`src/rtl/mic_level_detector.sv`:
```
// Microphone level detector: drains the Audio_Controller input FIFO, averages the
// mono magnitude over 2^WIN_LOG2 samples and flags loud windows with hysteresis.
module mic_level_detector #(
  parameter int unsigned WIN_LOG2   = 8,
  parameter logic [15:0] THRESH_ON  = 16'h0800,
  parameter logic [15:0] THRESH_OFF = 16'h0400
) (
  input  logic        CLOCK_50,
  input  logic        resetn,
  input  logic        enable,
  input  logic        audio_in_available,
  input  logic [31:0] left_channel_audio_in,
  input  logic [31:0] right_channel_audio_in,
  output logic        read_audio_in,
  output logic [15:0] level,
  output logic        loud_active,
  output logic        loud,
  output logic        sample_strobe
);

  localparam int unsigned          ACC_W    = 16 + WIN_LOG2;
  localparam logic [WIN_LOG2-1:0]  CNT_LAST = {WIN_LOG2{1'b1}};
  localparam logic [WIN_LOG2-1:0]  CNT_ONE  = WIN_LOG2'(1);

  typedef enum logic [1:0] {
    IDLE   = 2'd0,
    POP    = 2'd1,
    SETTLE = 2'd2
  } state_t;

  // Mono magnitude with the single unrepresentable negation clamped.
  function automatic logic [31:0] mono_mag(input logic [31:0] l, input logic [31:0] r);
    logic signed [31:0] mono;
    mono = ($signed(l) >>> 1) + ($signed(r) >>> 1);
    if (mono == 32'sh8000_0000) begin
      mono_mag = 32'h7FFF_FFFF;
    end else if (mono[31]) begin
      mono_mag = $unsigned(-mono);
    end else begin
      mono_mag = $unsigned(mono);
    end
  endfunction

  state_t              state_q, state_d;
  logic [31:0]         l_q, l_d, r_q, r_d;
  logic [ACC_W-1:0]    acc_q, acc_d;
  logic [WIN_LOG2-1:0] cnt_q, cnt_d;
  logic                read_audio_in_q, read_audio_in_d;
  logic [15:0]         level_q, level_d;
  logic                loud_active_q, loud_active_d;
  logic                loud_q, loud_d;
  logic                sample_strobe_q, sample_strobe_d;

  logic [31:0]         mag_s;
  logic [15:0]         m16_s;
  logic [ACC_W-1:0]    acc_sum_s;
  logic [15:0]         new_level_s;
  logic                unused_mag_s;

  // Datapath for the latched sample: magnitude, running sum and window average.
  always_comb begin
    mag_s        = mono_mag(l_q, r_q);
    m16_s        = mag_s[30:15];
    acc_sum_s    = acc_q + ACC_W'(m16_s);
    new_level_s  = acc_sum_s[ACC_W-1:WIN_LOG2];
    unused_mag_s = ^{mag_s[31], mag_s[14:0]};
  end

  // Next-state logic for the FIFO handshake and the level/hysteresis tracker.
  always_comb begin
    state_d         = state_q;
    l_d             = l_q;
    r_d             = r_q;
    acc_d           = acc_q;
    cnt_d           = cnt_q;
    read_audio_in_d = 1'b0;
    level_d         = level_q;
    loud_active_d   = loud_active_q;
    loud_d          = 1'b0;
    sample_strobe_d = 1'b0;

    case (state_q)
      IDLE: begin
        if (audio_in_available) begin
          state_d         = POP;
          l_d             = left_channel_audio_in;
          r_d             = right_channel_audio_in;
          read_audio_in_d = 1'b1;
        end else begin
          state_d = IDLE;
        end
      end
      POP:     state_d = SETTLE;
      SETTLE:  state_d = IDLE;
      default: state_d = IDLE;
    endcase

    // While disabled the FIFO keeps draining but the window is held empty.
    if (!enable) begin
      acc_d         = {ACC_W{1'b0}};
      cnt_d         = {WIN_LOG2{1'b0}};
      loud_active_d = 1'b0;
    end else if (state_q == SETTLE) begin
      sample_strobe_d = 1'b1;
      if (cnt_q == CNT_LAST) begin
        acc_d   = {ACC_W{1'b0}};
        cnt_d   = {WIN_LOG2{1'b0}};
        level_d = new_level_s;
        if (!loud_active_q && (new_level_s >= THRESH_ON)) begin
          loud_active_d = 1'b1;
          loud_d        = 1'b1;
        end else if (loud_active_q && (new_level_s < THRESH_OFF)) begin
          loud_active_d = 1'b0;
        end else begin
          loud_active_d = loud_active_q;
        end
      end else begin
        acc_d = acc_sum_s;
        cnt_d = cnt_q + CNT_ONE;
      end
    end else begin
      acc_d = acc_q;
      cnt_d = cnt_q;
    end
  end

  // State and registered outputs, synchronous active-low reset.
  always_ff @(posedge CLOCK_50) begin
    if (!resetn) begin
      state_q         <= IDLE;
      l_q             <= 32'h0000_0000;
      r_q             <= 32'h0000_0000;
      acc_q           <= {ACC_W{1'b0}};
      cnt_q           <= {WIN_LOG2{1'b0}};
      read_audio_in_q <= 1'b0;
      level_q         <= 16'h0000;
      loud_active_q   <= 1'b0;
      loud_q          <= 1'b0;
      sample_strobe_q <= 1'b0;
    end else begin
      state_q         <= state_d;
      l_q             <= l_d;
      r_q             <= r_d;
      acc_q           <= acc_d;
      cnt_q           <= cnt_d;
      read_audio_in_q <= read_audio_in_d;
      level_q         <= level_d;
      loud_active_q   <= loud_active_d;
      loud_q          <= loud_d;
      sample_strobe_q <= sample_strobe_d;
    end
  end

  assign read_audio_in = read_audio_in_q;
  assign level         = level_q;
  assign loud_active   = loud_active_q;
  assign loud          = loud_q;
  assign sample_strobe = sample_strobe_q;

endmodule

```
`config.mk`:
```
export PLATFORM = sky130hd
export DESIGN_NAME = mic_level_detector
export DESIGN_NICKNAME = d
export VERILOG_FILES = /design/src/rtl/mic_level_detector.sv
export SDC_FILE = /design/constraint.sdc
export NUM_CORES = 1
export LEC_CHECK = 0
export CAP_MARGIN = 20
export CORE_MARGIN = 8
export CORE_UTILIZATION = 61
export CTS_BUF_LIST = sky130_fd_sc_hd__clkbuf_16
export DETAILED_ROUTE_END_ITERATION = 10
export PLACE_DENSITY = 0.84
export SLEW_MARGIN = 20
export SYNTH_ARGS = -nofsm -noshare
export SYNTH_HDL_FRONTEND = slang
export SYNTH_SLANG_ARGS = --single-unit
```
`constraint.sdc`:
```
create_clock -name CLOCK_50 -period 10.7 [get_ports CLOCK_50]
set_input_delay 1.605 -clock CLOCK_50 [delete_from_list [all_inputs] [get_ports CLOCK_50]]
set_output_delay 1.605 -clock CLOCK_50 [all_outputs]
set_load 0.02 [all_outputs]
```
==> results by group, run 1 <==
Synthesis
  • Seq/Total Area, Yosys: 30.0%
  • Mapped Area: 0.00773 mm^2
  • Synth warn: 0
  • Post-synthesis async set-or-reset flop share: 0%
  • EDFF count, synth: 0
  • Top FF cell, synth: dfxtp_1
  • Number of synthesized register bits: 116
  • Post-synthesis cell count: 997
  • Syn Area/Cell: 7.75 um^2
  • Synth top area share: 30.0%
  • Syn nets: 1,117
  • Unique cell type count in the Yosys netlist: 80
  • Cell taking the most area after synthesis: dfxtp_1
  • Top cells by area, synth: dfxtp_1 30%, nand2_1 10%, ha_1 8.1%

Timing
  • Slew @ Worst Pin: 742 ps
  • Tmin final: 6670 ps
  • Clk_skew: 7.91 ps
  • Fmax: 0.150 GHz
  • Unrepaired setup endpoints after global routing: no
  • Final setup viols: 0
  • Final Cycle Share: 62.3%
  • Slew margin rel.: 50.5%
  • Final-report max-slew violation count: 0
  • Fin. Hold Viols: 0
  • Worst hold slack: 459 ps
  • Final worst slack: 4030 ps
  • Setup TNS: 0 ps

Placed design
  • GPL Wtd Cong: 0.906
  • Placed inst area: 0.00861 mm^2
  • Hpwl dp: 12,500 um
  • Port-buffer cells: 85
  • Worst slack, placed: 4150 ps

Global routing
  • Vias in the first global route: 6,866
  • Largest net degree at the start of global routing: 84
  • Initial antenna violation count: 0
  • Grt total ovfl: 0
  • GRT Total Usage: 22.4%
  • First-pass GRT wire length: 31,000 um

Hold path
  • Hold WC Path Type: reg -> reg
  • Hold Path Origin: level[6]
  • Hold path endpoint: level[6]
  • Hold depth: 2

Floorplan
  • Io pins: 88
  • Initial Util: 61.7%
  • Die Y: 129 um
  • Die width: 129 um
  • Core Footprint: 0.0125 mm^2
  • Full die area: 0.0165 mm^2
  • Cell Rows: 41

Worst setup path
  • Crit-path cells: ha_1 > fa_1 > a211oi_2 > o21ai_1 > a222oi_1 > a31oi_1 > mux2i_1 > o2111ai_1 > nor4_2 > nand3_1 > nand2_1 > ha_1 > a21o_1 > o21ai_0 > a21oi_1 > a21oi_1 > o311ai_0 > nand2_1 > nor2_1 > nand3_1 > or3_1 > a21oi_1
  • Max incr delay on CP: 580 ps
  • Crit path buf inv count: 0
  • R2r endpoint: acc_q[23]
  • Worst path slowest cell: o311ai_0
  • Top cell by count, worst path: a21oi_1
  • Critical Path End Type: flop
  • CP Launch Type: flop
  • Worst EP arrival: 7020 ps
  • FF-to-FF path depth: 22
  • Largest delay share family, worst path: compound AO/OA/AOI/OAI gates
  • CP Data Required Time: 11,040 ps
  • Worst-path maximum fanout: 11
  • Crit Path Class: reg -> reg
  • R2R Path Start: l_q[1]
  • Flop2flop setup slack: 4030 ps

Cells and area
  • Design Area, Final: 0.00916 mm^2
  • Layout cell share with drive strength beyond 1: 6.46%
  • Layout Nets: 1,175
  • ANT cells: 0
  • Synth-to-Final Area Change: 18.6%

Clocking
  • Post-CTS sizing: 0
  • Clock latency on the worst-skew pair: 410 ps
  • Clk sink count: 116
  • CTS tree: built
  • Clock-pin slew on the worst setup and hold paths: 50 ps
  • Clock Path Buffers: 2
  • Htree depth: 4
  • Cts bufs inserted: 17
  • Hold-fix buffers, CTS: 0
  • Setup Fix Bufs, Post-CTS: 0
  • Clk root buf: clkbuf_16

Route
  • Avg WL per Cell: 14.5 um
  • DRT Pass-1 Iters: 4
  • DRT antenna net count: 0
  • Remaining DRCs: 0
  • Routed wire length: 18,000 um
  • Vias/cell: 5.72
  • Vias: 7,091
  • Initial DRC count: 478

Status
  • Status: finished, final reports clean

Pwr
  • Worst vdd ir: 0.000105 V
  • Leakage dissipation: 3.66 nW
  • Pwr Density: 139 mW/mm^2
  • Total power: 1.27 mW

Run
  • Max Cap Violations: 0
## report_power, final
| group | switching, mW | internal [mW] |
|---|---|---|
| registers | 0.0105 | 0.449 |
| logic | 0.161 | 0.123 |
| clock network | 0.196 | 0.335 |
| total | 0.368 | 0.907 |
## cells in the final DEF, fill, tap and decap left out, types with 5 or more instances in the layout
master,n
dfxtp_1,116
buf_4,6
o211ai_1,9
or3_1,6
ha_1,50
nand3_1,23
nand2b_1,10
inv_1,15
and3_1,11
a21oi_1,69
a21boi_0,71
clkbuf_16,17
nand2_1,214
clkdlybuf4s50_1,84
and2_1,7
clkinv_2,6
o21ai_0,40
o21ai_1,6
xor2_1,22
xnor2_1,30
mux2i_1,7
nor4_1,5
a21o_1,12
o21bai_1,5
nor2b_1,5
a31oi_1,5
a22oi_1,18
nor3_1,7
o21a_1,7
a211oi_1,7
nor2_1,78
nand4_1,12
## synthesized netlist by cell type, types with 18 or more instances
library cell / instances
nor2_1: 79
a21boi_0: 71
ha_1: 50
o21ai_0: 40
a22oi_1: 18
xor2_1: 22
nand3_1: 23
dfxtp_1: 116
clkbuf_1: 39
xnor2_1: 30
nand2_1: 214
a21oi_1: 69
## layout make-up
class,count,area (um^2)
fill,1030,3350
clock buffer,17,425
inverter,13,48.8
sequential,116,2320
clock inverter,15,125
multi-input combinational,816,5130
tap,172,215
timing repair buffer,91,891
## flip-flops by register name (all words and copies together), names as in the netlist
register / count
loud_active: 1
cnt_q: 8
read_audio_in: 1
l_q: 31
level: 16
state_q: 2
r_q: 31
acc_q: 24
loud: 1
sample_strobe: 1
## worst min-delay path, stage by stage, from the launching register on
cell and delay, ps:
dfxtp_1 300, nand2_1 40, a21boi_0 60
## worst max path at each step
stage	depth (start not counted)	start	end
after floorplan	22	l_q[1]	acc_q[23]
after CTS	22	l_q[1]	acc_q[23]
after detailed placement	22	l_q[1]	acc_q[23]
after global routing	22	l_q[1]	acc_q[23]
final	22	l_q[1]	acc_q[23]
after global placement	22	l_q[1]	acc_q[23]
## logic make-up after synthesis
| group | synth area share, % |
|---|---|
| adder cells (fa/ha/maj) | 8.61 |
| flip-flops | 30.0 |
| buffers and inverters | 3.61 |
| multiplexers | 1.20 |
| AND/OR/NAND/NOR | 24.7 |
| AO/OA/AOI/OAI | 25.7 |
| XOR/XNOR | 6.10 |
## through the flow
stage	cells	util, %
floorplan	997	-
global placement	1208	68.8
detailed placement	1208	68.8
CTS	1240	73.2
global route	1240	73.2
finish	1240	73.2
## metal layers
| layer | wire, um | GRT usage (%) | part of all wire (%) | up-vias |
|---|---|---|---|---|
| met2 | 8720 | 38.2 | 49 | 145 |
| met4 | 302 | 8.57 | 1.7 | 0 |
| met5 | 0 | 0 | 0 | - |
| met1 | 8330 | 27.6 | 46 | 3259 |
| met3 | 591 | 4.14 | 3.3 | 26 |
| li1 | - | - | - | 3661 |
Note: power is estimated with default switching activity, not from simulation.
==> run 2, diff against run 1 <==
--- a/config.mk
+++ b/config.mk
@@ -7,10 +7,10 @@
 export LEC_CHECK = 0
 export CAP_MARGIN = 20
 export CORE_MARGIN = 8
-export CORE_UTILIZATION = 61
+export CORE_UTILIZATION = 57
 export CTS_BUF_LIST = sky130_fd_sc_hd__clkbuf_16
 export DETAILED_ROUTE_END_ITERATION = 10
-export PLACE_DENSITY = 0.84
+export PLACE_DENSITY = 0.79
 export SLEW_MARGIN = 20
 export SYNTH_ARGS = -nofsm -noshare
 export SYNTH_HDL_FRONTEND = slang
==> constraint.sdc (replaced) <==
create_clock -name CLOCK_50 -period 6.79 [get_ports CLOCK_50]
set_input_delay 1.0185 -clock CLOCK_50 [delete_from_list [all_inputs] [get_ports CLOCK_50]]
set_output_delay 1.0185 -clock CLOCK_50 [all_outputs]
set_load 0.02 [all_outputs]
==> results by group, run 2 (synthesis gave the netlist of run 1 again) <==
Placed design
  • Hpwl dp: 12,400 um (was 12,500 um)
  • GPL Wtd Cong: 0.865 (was 0.906)
  • Port-buffer cells: 85 (unchanged)

Route
  • Routed wire length: 17,300 um (was 18,000 um)
  • DRT antenna net count: 0 (unchanged)
  • Avg WL per Cell: 13.8 um (was 14.5 um)
  • DRT Pass-1 Iters: 5 (was 4)
  • Vias: 7,039 (was 7,091)
  • Vias/cell: 5.64 (was 5.72)
  • Remaining DRCs: 0 (unchanged)
  • Initial DRC count: 428 (was 478)

Global routing
  • Largest net degree at the start of global routing: 84 (unchanged)
  • Vias in the first global route: 6,769 (was 6,866)
  • GRT Total Usage: 20.1% (was 22.4%)
  • First-pass GRT wire length: 30,300 um (was 31,000 um)
  • Initial antenna violation count: 0 (unchanged)
  • Grt total ovfl: 0 (unchanged)

Cells and area
  • Most frequent cells in the layout: 214 x nand2_1, 116 x dfxtp_1, 84 x clkdlybuf4s50_1 (unchanged)
  • Layout cell share with drive strength beyond 1: 6.72% (was 6.46%)
  • Largest regs: l_q x31, r_q x31, acc_q x24 (unchanged)
  • ANT cells: 0 (unchanged)
  • Most common cell after layout, fill and taps aside: nand2_1 (unchanged)
  • Synth-to-Final Area Change: 19.2% (was 18.6%)
  • Layout Nets: 1,178 (was 1,175)

Timing
  • Clk_skew: 6.21 ps (was 7.91 ps)
  • Worst hold slack: 460 ps (was 459 ps)
  • Fin. Hold Viols: 0 (unchanged)
  • Unrepaired setup endpoints after global routing: no (unchanged)
  • Setup TNS: 0 ps (unchanged)
  • Final setup viols: 0 (unchanged)
  • Final-report max-slew violation count: 0 (unchanged)
  • Tmin final: 6080 ps (was 6670 ps)
  • Fmax: 0.164 GHz (was 0.150 GHz)
  • Final Cycle Share: 89.5% (was 62.3%)
  • Slew @ Worst Pin: 1110 ps (was 742 ps)
  • Slew margin rel.: 25.5% (was 50.5%)

Clocking
  • Clock-pin slew on the worst setup and hold paths: 50 ps (about the same)
  • Hold-fix buffers, CTS: 0 (unchanged)
  • Cts bufs inserted: 17 (unchanged)
  • Htree depth: 4 (unchanged)
  • Clock Path Buffers: 2 (unchanged)
  • CTS tree: built (unchanged)
  • Clock latency on the worst-skew pair: 420 ps (was 410 ps)
  • Clk sink count: 116 (unchanged)
  • Clk root buf: clkbuf_16 (unchanged)

Pwr
  • P_int: 1.47 mW (was 0.907 mW)
  • Pwr Density: 222 mW/mm^2 (was 139 mW/mm^2)
  • Combinational share of power: 21.9% (was 22.3%)
  • Worst vdd ir: 0.000170 V (was 0.000105 V)
  • Switch share: 28.2% (was 28.9%)
  • Clock Power Share: 42.7% (was 41.7%)
  • Total power: 2.04 mW (was 1.27 mW)
  • Leakage dissipation: 3.68 nW (was 3.66 nW)
  • Sequential Power Share: 35.4% (was 36.0%)
  • Sw Pwr: 0.576 mW (was 0.368 mW)

Floorplan
  • Cell Rows: 42 (was 41)
  • Core Footprint: 0.0132 mm^2 (was 0.0125 mm^2)
  • Die Y: 132 um (was 129 um)
  • Die width: 132 um (was 129 um)
  • Full die area: 0.0175 mm^2 (was 0.0165 mm^2)
  • Io pins: 88 (unchanged)
  • Initial Util: 58.4% (was 61.7%)

Worst setup path
  • Largest delay share family, worst path: compound AO/OA/AOI/OAI gates (unchanged)
  • Flop2flop setup slack: 710 ps (was 4030 ps)
  • Worst path slowest cell: fa_1 (was o311ai_0)
  • Worst EP arrival: 6380 ps (was 7020 ps)
  • Max incr delay on CP: 440 ps (was 580 ps)
  • Crit Path Class: reg -> reg (unchanged)
  • Crit path buf inv count: 0 (unchanged)
  • Crit-path cells: ha_1 > fa_1 > a211oi_2 > o211ai_1 > a41oi_2 > o31ai_1 > xnor2_1 > o211ai_2 > nor4_4 > nand3_1 > nand2_1 > ha_1 > fa_1 > a21o_1 > nand3_1 > a311o_1 > o21ai_0 > o221a_2 > nand3_1 > xor2_1 > nand2_1 > a22oi_1 > nor2_1 (was ha_1 > fa_1 > a211oi_2 > o21ai_1 > a222oi_1 > a31oi_1 > mux2i_1 > o2111ai_1 > nor4_2 > nand3_1 > nand2_1 > ha_1 > a21o_1 > o21ai_0 > a21oi_1 > a21oi_1 > o311ai_0 > nand2_1 > nor2_1 > nand3_1 > or3_1 > a21oi_1)
  • FF-to-FF path depth: 23 (was 22)
  • Worst-path maximum fanout: 11 (unchanged)
  • R2r endpoint: loud_active (was acc_q[23])
  • Top cell by count, worst path: nand3_1 (was a21oi_1)
  • Critical Path End Type: flop (unchanged)
  • R2R Path Start: l_q[1] (unchanged)
  • CP Data Required Time: 7090 ps (was 11,040 ps)
  • CP Launch Type: flop (unchanged)

Hold path
  • Hold Path Origin: level[7] (was level[6])
  • Hold depth: 2 (unchanged)
  • Hold path endpoint: level[7] (was level[6])
  • Hold WC Path Type: reg -> reg (unchanged)

Status
  • Status: finished, final reports clean (unchanged)

Run
  • Max Cap Violations: 0 (unchanged)
## run 2: cell types whose count changed in the layout (fill, tap and decap cells not counted), sizes merged
cell / before / now
inv: 16 / 15
buf: 7 / 10
bufinv: 2 / 3
## run 2: worst max path at each step
stage	cells after the start	slack, ps	startpoint	to
6_report	23	710	l_q[1]	loud_active
5_1_grt	23	120	l_q[1]	acc_q[23]
3_3_place_gp	22	600	l_q[1]	acc_q[23]
4_1_cts	22	450	l_q[1]	acc_q[23]
3_5_place_dp	22	550	l_q[1]	acc_q[23]
2_1_floorplan	22	1550	l_q[1]	acc_q[23]
## run 2: repair_timing
item,CTS,global route
setup endpoints to repair,0,7
buffers inserted,0,1
resized for setup,0,1
## run 2: power by group through the flow
stage | combinational (mW) | sequential, mW | clock [mW]
2_1_floorplan | 0.341 | 0.733 | 0
3_3_place_gp | 0.434 | 0.736 | 0
3_5_place_dp | 0.441 | 0.737 | 0
4_1_cts | 0.446 | 0.723 | 0.886
5_1_grt | 0.501 | 0.726 | 0.922
6_report | 0.448 | 0.723 | 0.872
## run 2: cell type report
class,instances,area (um^2)
clock buffer,17,425
inverter,13,48.8
sequential,116,2320
multi-input combinational,816,5130
tap,176,220
fill,1135,4030
timing repair buffer,94,913
clock inverter,15,148
## run 2: metrics by stage
stage | util [%] | area, um^2 | setup slack [ps] | std cells
finish | 69.5 | 9210 | 710 | 1247
detailed placement | 65.2 | 8630 | 550 | 1214
global route | 69.5 | 9210 | 124 | 1247
floorplan | - | 7730 | 1550 | 997
CTS | 69.5 | 9200 | 447 | 1246
global placement | 65.2 | 8630 | 600 | 1214
## run 2: per-layer routing
layer  global-route usage (%)  routed length [um]  vias up
li1                         -                   -     3668
met1                     24.2                8080     3183
met2                     33.5                8100      159
met3                     4.66                 688       29
met4                     8.77                 385        0
met5                        0                   0        -
## run 2: tightest hold or removal path, stage by stage, from the launching register on
cell      delay (ps)
dfxtp_1          300
nand2_1           40
a21boi_0          60
==> run 3, diff against run 2 <==
--- a/config.mk
+++ b/config.mk
@@ -5,12 +5,12 @@
 export SDC_FILE = /design/constraint.sdc
 export NUM_CORES = 1
 export LEC_CHECK = 0
-export CAP_MARGIN = 20
+export CAP_MARGIN = 10
 export CORE_MARGIN = 8
 export CORE_UTILIZATION = 57
 export CTS_BUF_LIST = sky130_fd_sc_hd__clkbuf_16
 export DETAILED_ROUTE_END_ITERATION = 10
-export PLACE_DENSITY = 0.79
+export PLACE_DENSITY_LB_ADDON = 0.12
 export SLEW_MARGIN = 20
 export SYNTH_ARGS = -nofsm -noshare
 export SYNTH_HDL_FRONTEND = slang
==> results by group, run 3 (synthesis gave the netlist of run 1 again) <==
Floorplan
  • Io pins: 88 (unchanged)
  • Full die area: 0.0175 mm^2 (unchanged)
  • Cell Rows: 42 (unchanged)
  • Die width: 132 um (unchanged)
  • Initial Util: 58.4% (unchanged)
  • Die Y: 132 um (unchanged)
  • Core Footprint: 0.0132 mm^2 (unchanged)

Worst setup path
  • Worst EP arrival: 6480 ps (was 6380 ps)
  • CP Data Required Time: 7090 ps (about the same)
  • CP Launch Type: flop (unchanged)
  • Crit Path Class: reg -> reg (unchanged)
  • Worst-path maximum fanout: 11 (unchanged)
  • Critical Path End Type: flop (unchanged)
  • Flop2flop setup slack: 610 ps (was 710 ps)

Route
  • Top Layer Used: met4 (unchanged)
  • DRT antenna net count: 0 (unchanged)
  • Remaining DRCs: 0 (unchanged)
  • Avg WL per Cell: 14.2 um (was 13.8 um)
  • DRT Pass-1 Iters: 5 (unchanged)
  • Routed wire length: 17,700 um (was 17,300 um)
  • Initial DRC count: 547 (was 428)
  • WL met3: 724 um (was 688 um)
  • WL met2: 8140 um (was 8100 um)
  • Met1 Wirelength: 8380 um (was 8080 um)
  • Vias: 7,089 (was 7,039)
  • Vias/cell: 5.69 (was 5.64)

Clocking
  • Htree depth: 4 (unchanged)
  • Cts bufs inserted: 17 (unchanged)
  • Clock latency on the worst-skew pair: 430 ps (was 420 ps)
  • Hold-fix buffers, CTS: 0 (unchanged)
  • CTS tree: built (unchanged)
  • Clk root buf: clkbuf_16 (unchanged)
  • Clk sink count: 116 (unchanged)
  • Clock Path Buffers: 2 (unchanged)
  • Clock-pin slew on the worst setup and hold paths: 60 ps (was 50 ps)

Timing
  • Clk_skew: 8.26 ps (was 6.21 ps)
  • Final-report max-slew violation count: 0 (unchanged)
  • Slew @ Worst Pin: 727 ps (was 1110 ps)
  • Fin. Hold Viols: 0 (unchanged)
  • Setup TNS: 0 ps (unchanged)
  • Worst hold slack: 461 ps (was 460 ps)
  • Final setup viols: 0 (unchanged)
  • Tmin final: 6180 ps (was 6080 ps)
  • Unrepaired setup endpoints after global routing: no (unchanged)
  • Slew margin rel.: 51.5% (was 25.5%)
  • Fmax: 0.162 GHz (was 0.164 GHz)
  • Final Cycle Share: 91.0% (was 89.5%)

Pwr
  • Sequential Power Share: 35.9% (was 35.4%)
  • Combinational share of power: 22.4% (was 21.9%)
  • P_int: 1.43 mW (was 1.47 mW)
  • Total power: 2.02 mW (was 2.04 mW)
  • Pwr Density: 220 mW/mm^2 (was 222 mW/mm^2)
  • Switch share: 29.1% (was 28.2%)
  • Sw Pwr: 0.587 mW (was 0.576 mW)
  • Leakage dissipation: 3.65 nW (was 3.68 nW)
  • Clock Power Share: 41.8% (was 42.7%)
  • Worst vdd ir: 0.000209 V (was 0.000170 V)

Placed design
  • GPL Wtd Cong: 0.878 (was 0.865)
  • Port-buffer cells: 85 (unchanged)
  • Placed inst area: 0.00863 mm^2 (unchanged)
  • Hpwl dp: 12,700 um (was 12,400 um)

Global routing
  • Largest net degree at the start of global routing: 84 (unchanged)
  • GRT Total Usage: 20.4% (was 20.1%)
  • Vias in the first global route: 6,722 (was 6,769)
  • Initial antenna violation count: 0 (unchanged)
  • First-pass GRT wire length: 30,700 um (was 30,300 um)
  • Grt total ovfl: 0 (unchanged)

Status
  • Status: finished, final reports clean (unchanged)

Cells and area
  • Synth-to-Final Area Change: 18.8% (was 19.2%)
  • Most frequent cells in the layout: 214 x nand2_1, 116 x dfxtp_1, 84 x clkdlybuf4s50_1 (unchanged)
  • ANT cells: 0 (unchanged)
  • Most common cell after layout, fill and taps aside: nand2_1 (unchanged)
  • Layout Utilization: 69.4% (was 69.5%)
  • Design Area, Final: 0.00919 mm^2 (was 0.00921 mm^2)
  • Layout Nets: 1,178 (unchanged)
  • Largest regs: l_q x31, r_q x31, acc_q x24 (unchanged)
  • Layout cell share with drive strength beyond 1: 6.64% (was 6.72%)

Run
  • Max Cap Violations: 0 (unchanged)

Hold path
  • Hold WC Path Type: reg -> reg (unchanged)
## run 3: cell types whose count changed in the layout (fill, tap and decap cells not counted)
cell	change
clkinv_1	+3
inv_1	-2
bufinv_16	-1
clkinv_2	-2
nor2_2	+1
clkinv_4	+1
nor2_1	-1
## run 3: worst paths after layout
| kind | from | endpoint | cells after the start |
|---|---|---|---|
| worst max-delay path | l_q[1] | loud_active | 23 |
| worst min-delay path | level[1] | level[1] | 2 |
| worst max register to register | l_q[1] | loud_active | 23 |
| worst min register to register | level[1] | level[1] | 2 |
## run 3: what timing repair did
action / 4_1_cts / 5_1_grt
buffers inserted: 0 / 1
hold endpoints to repair: 0 / 0
endpoints found under the setup margin: 0 / 7
gates resized for setup: 0 / 1
## run 3: metal layers
layer | vias up | global-route usage [%]
met5 | - | 0
met4 | 0 | 8.71
met3 | 39 | 5.03
met2 | 172 | 32.7
met1 | 3206 | 25.5
li1 | 3672 | -
## run 3: critical path: stages (launching register included)
cell and delay [ps]:
dfxtp_1 320, ha_1 250, fa_1 440, a211oi_2 380, o211ai_1 180, a41oi_2 360, o31ai_1 180, xnor2_1 340
o211ai_2 190, nor4_4 430, nand3_1 400, nand2_1 170, ha_1 200, fa_1 230, a21o_1 140, nand3_1 130
a311o_1 320, o21ai_0 320, o221a_2 360, nand3_1 150, xor2_1 240, nand2_1 80, a22oi_1 180, nor2_1 50
## run 3: cell type report
| cell class | count | area (um^2) |
|---|---|---|
| clock inverter | 14 | 120 |
| sequential | 116 | 2320 |
| tap | 176 | 220 |
| clock buffer | 17 | 425 |
| timing repair buffer | 94 | 913 |
| fill | 1143 | 4060 |
| inverter | 13 | 48.8 |
| multi-input combinational | 816 | 5130 |
## run 3: through the flow
stage / instances / worst slack, ps
finish: 1246 / 614
global route: 1246 / 203
CTS: 1245 / 388
detailed placement: 1214 / 441
global placement: 1214 / 532
floorplan: 997 / 1550
## run 3: power groups by stage
stage / combinational [mW] / sequential, mW / clock (mW)
finish: 0.451 / 0.723 / 0.842
global route: 0.508 / 0.726 / 0.881
CTS: 0.448 / 0.723 / 0.848
detailed placement: 0.444 / 0.737 / 0
global placement: 0.436 / 0.736 / 0
floorplan: 0.341 / 0.733 / 0
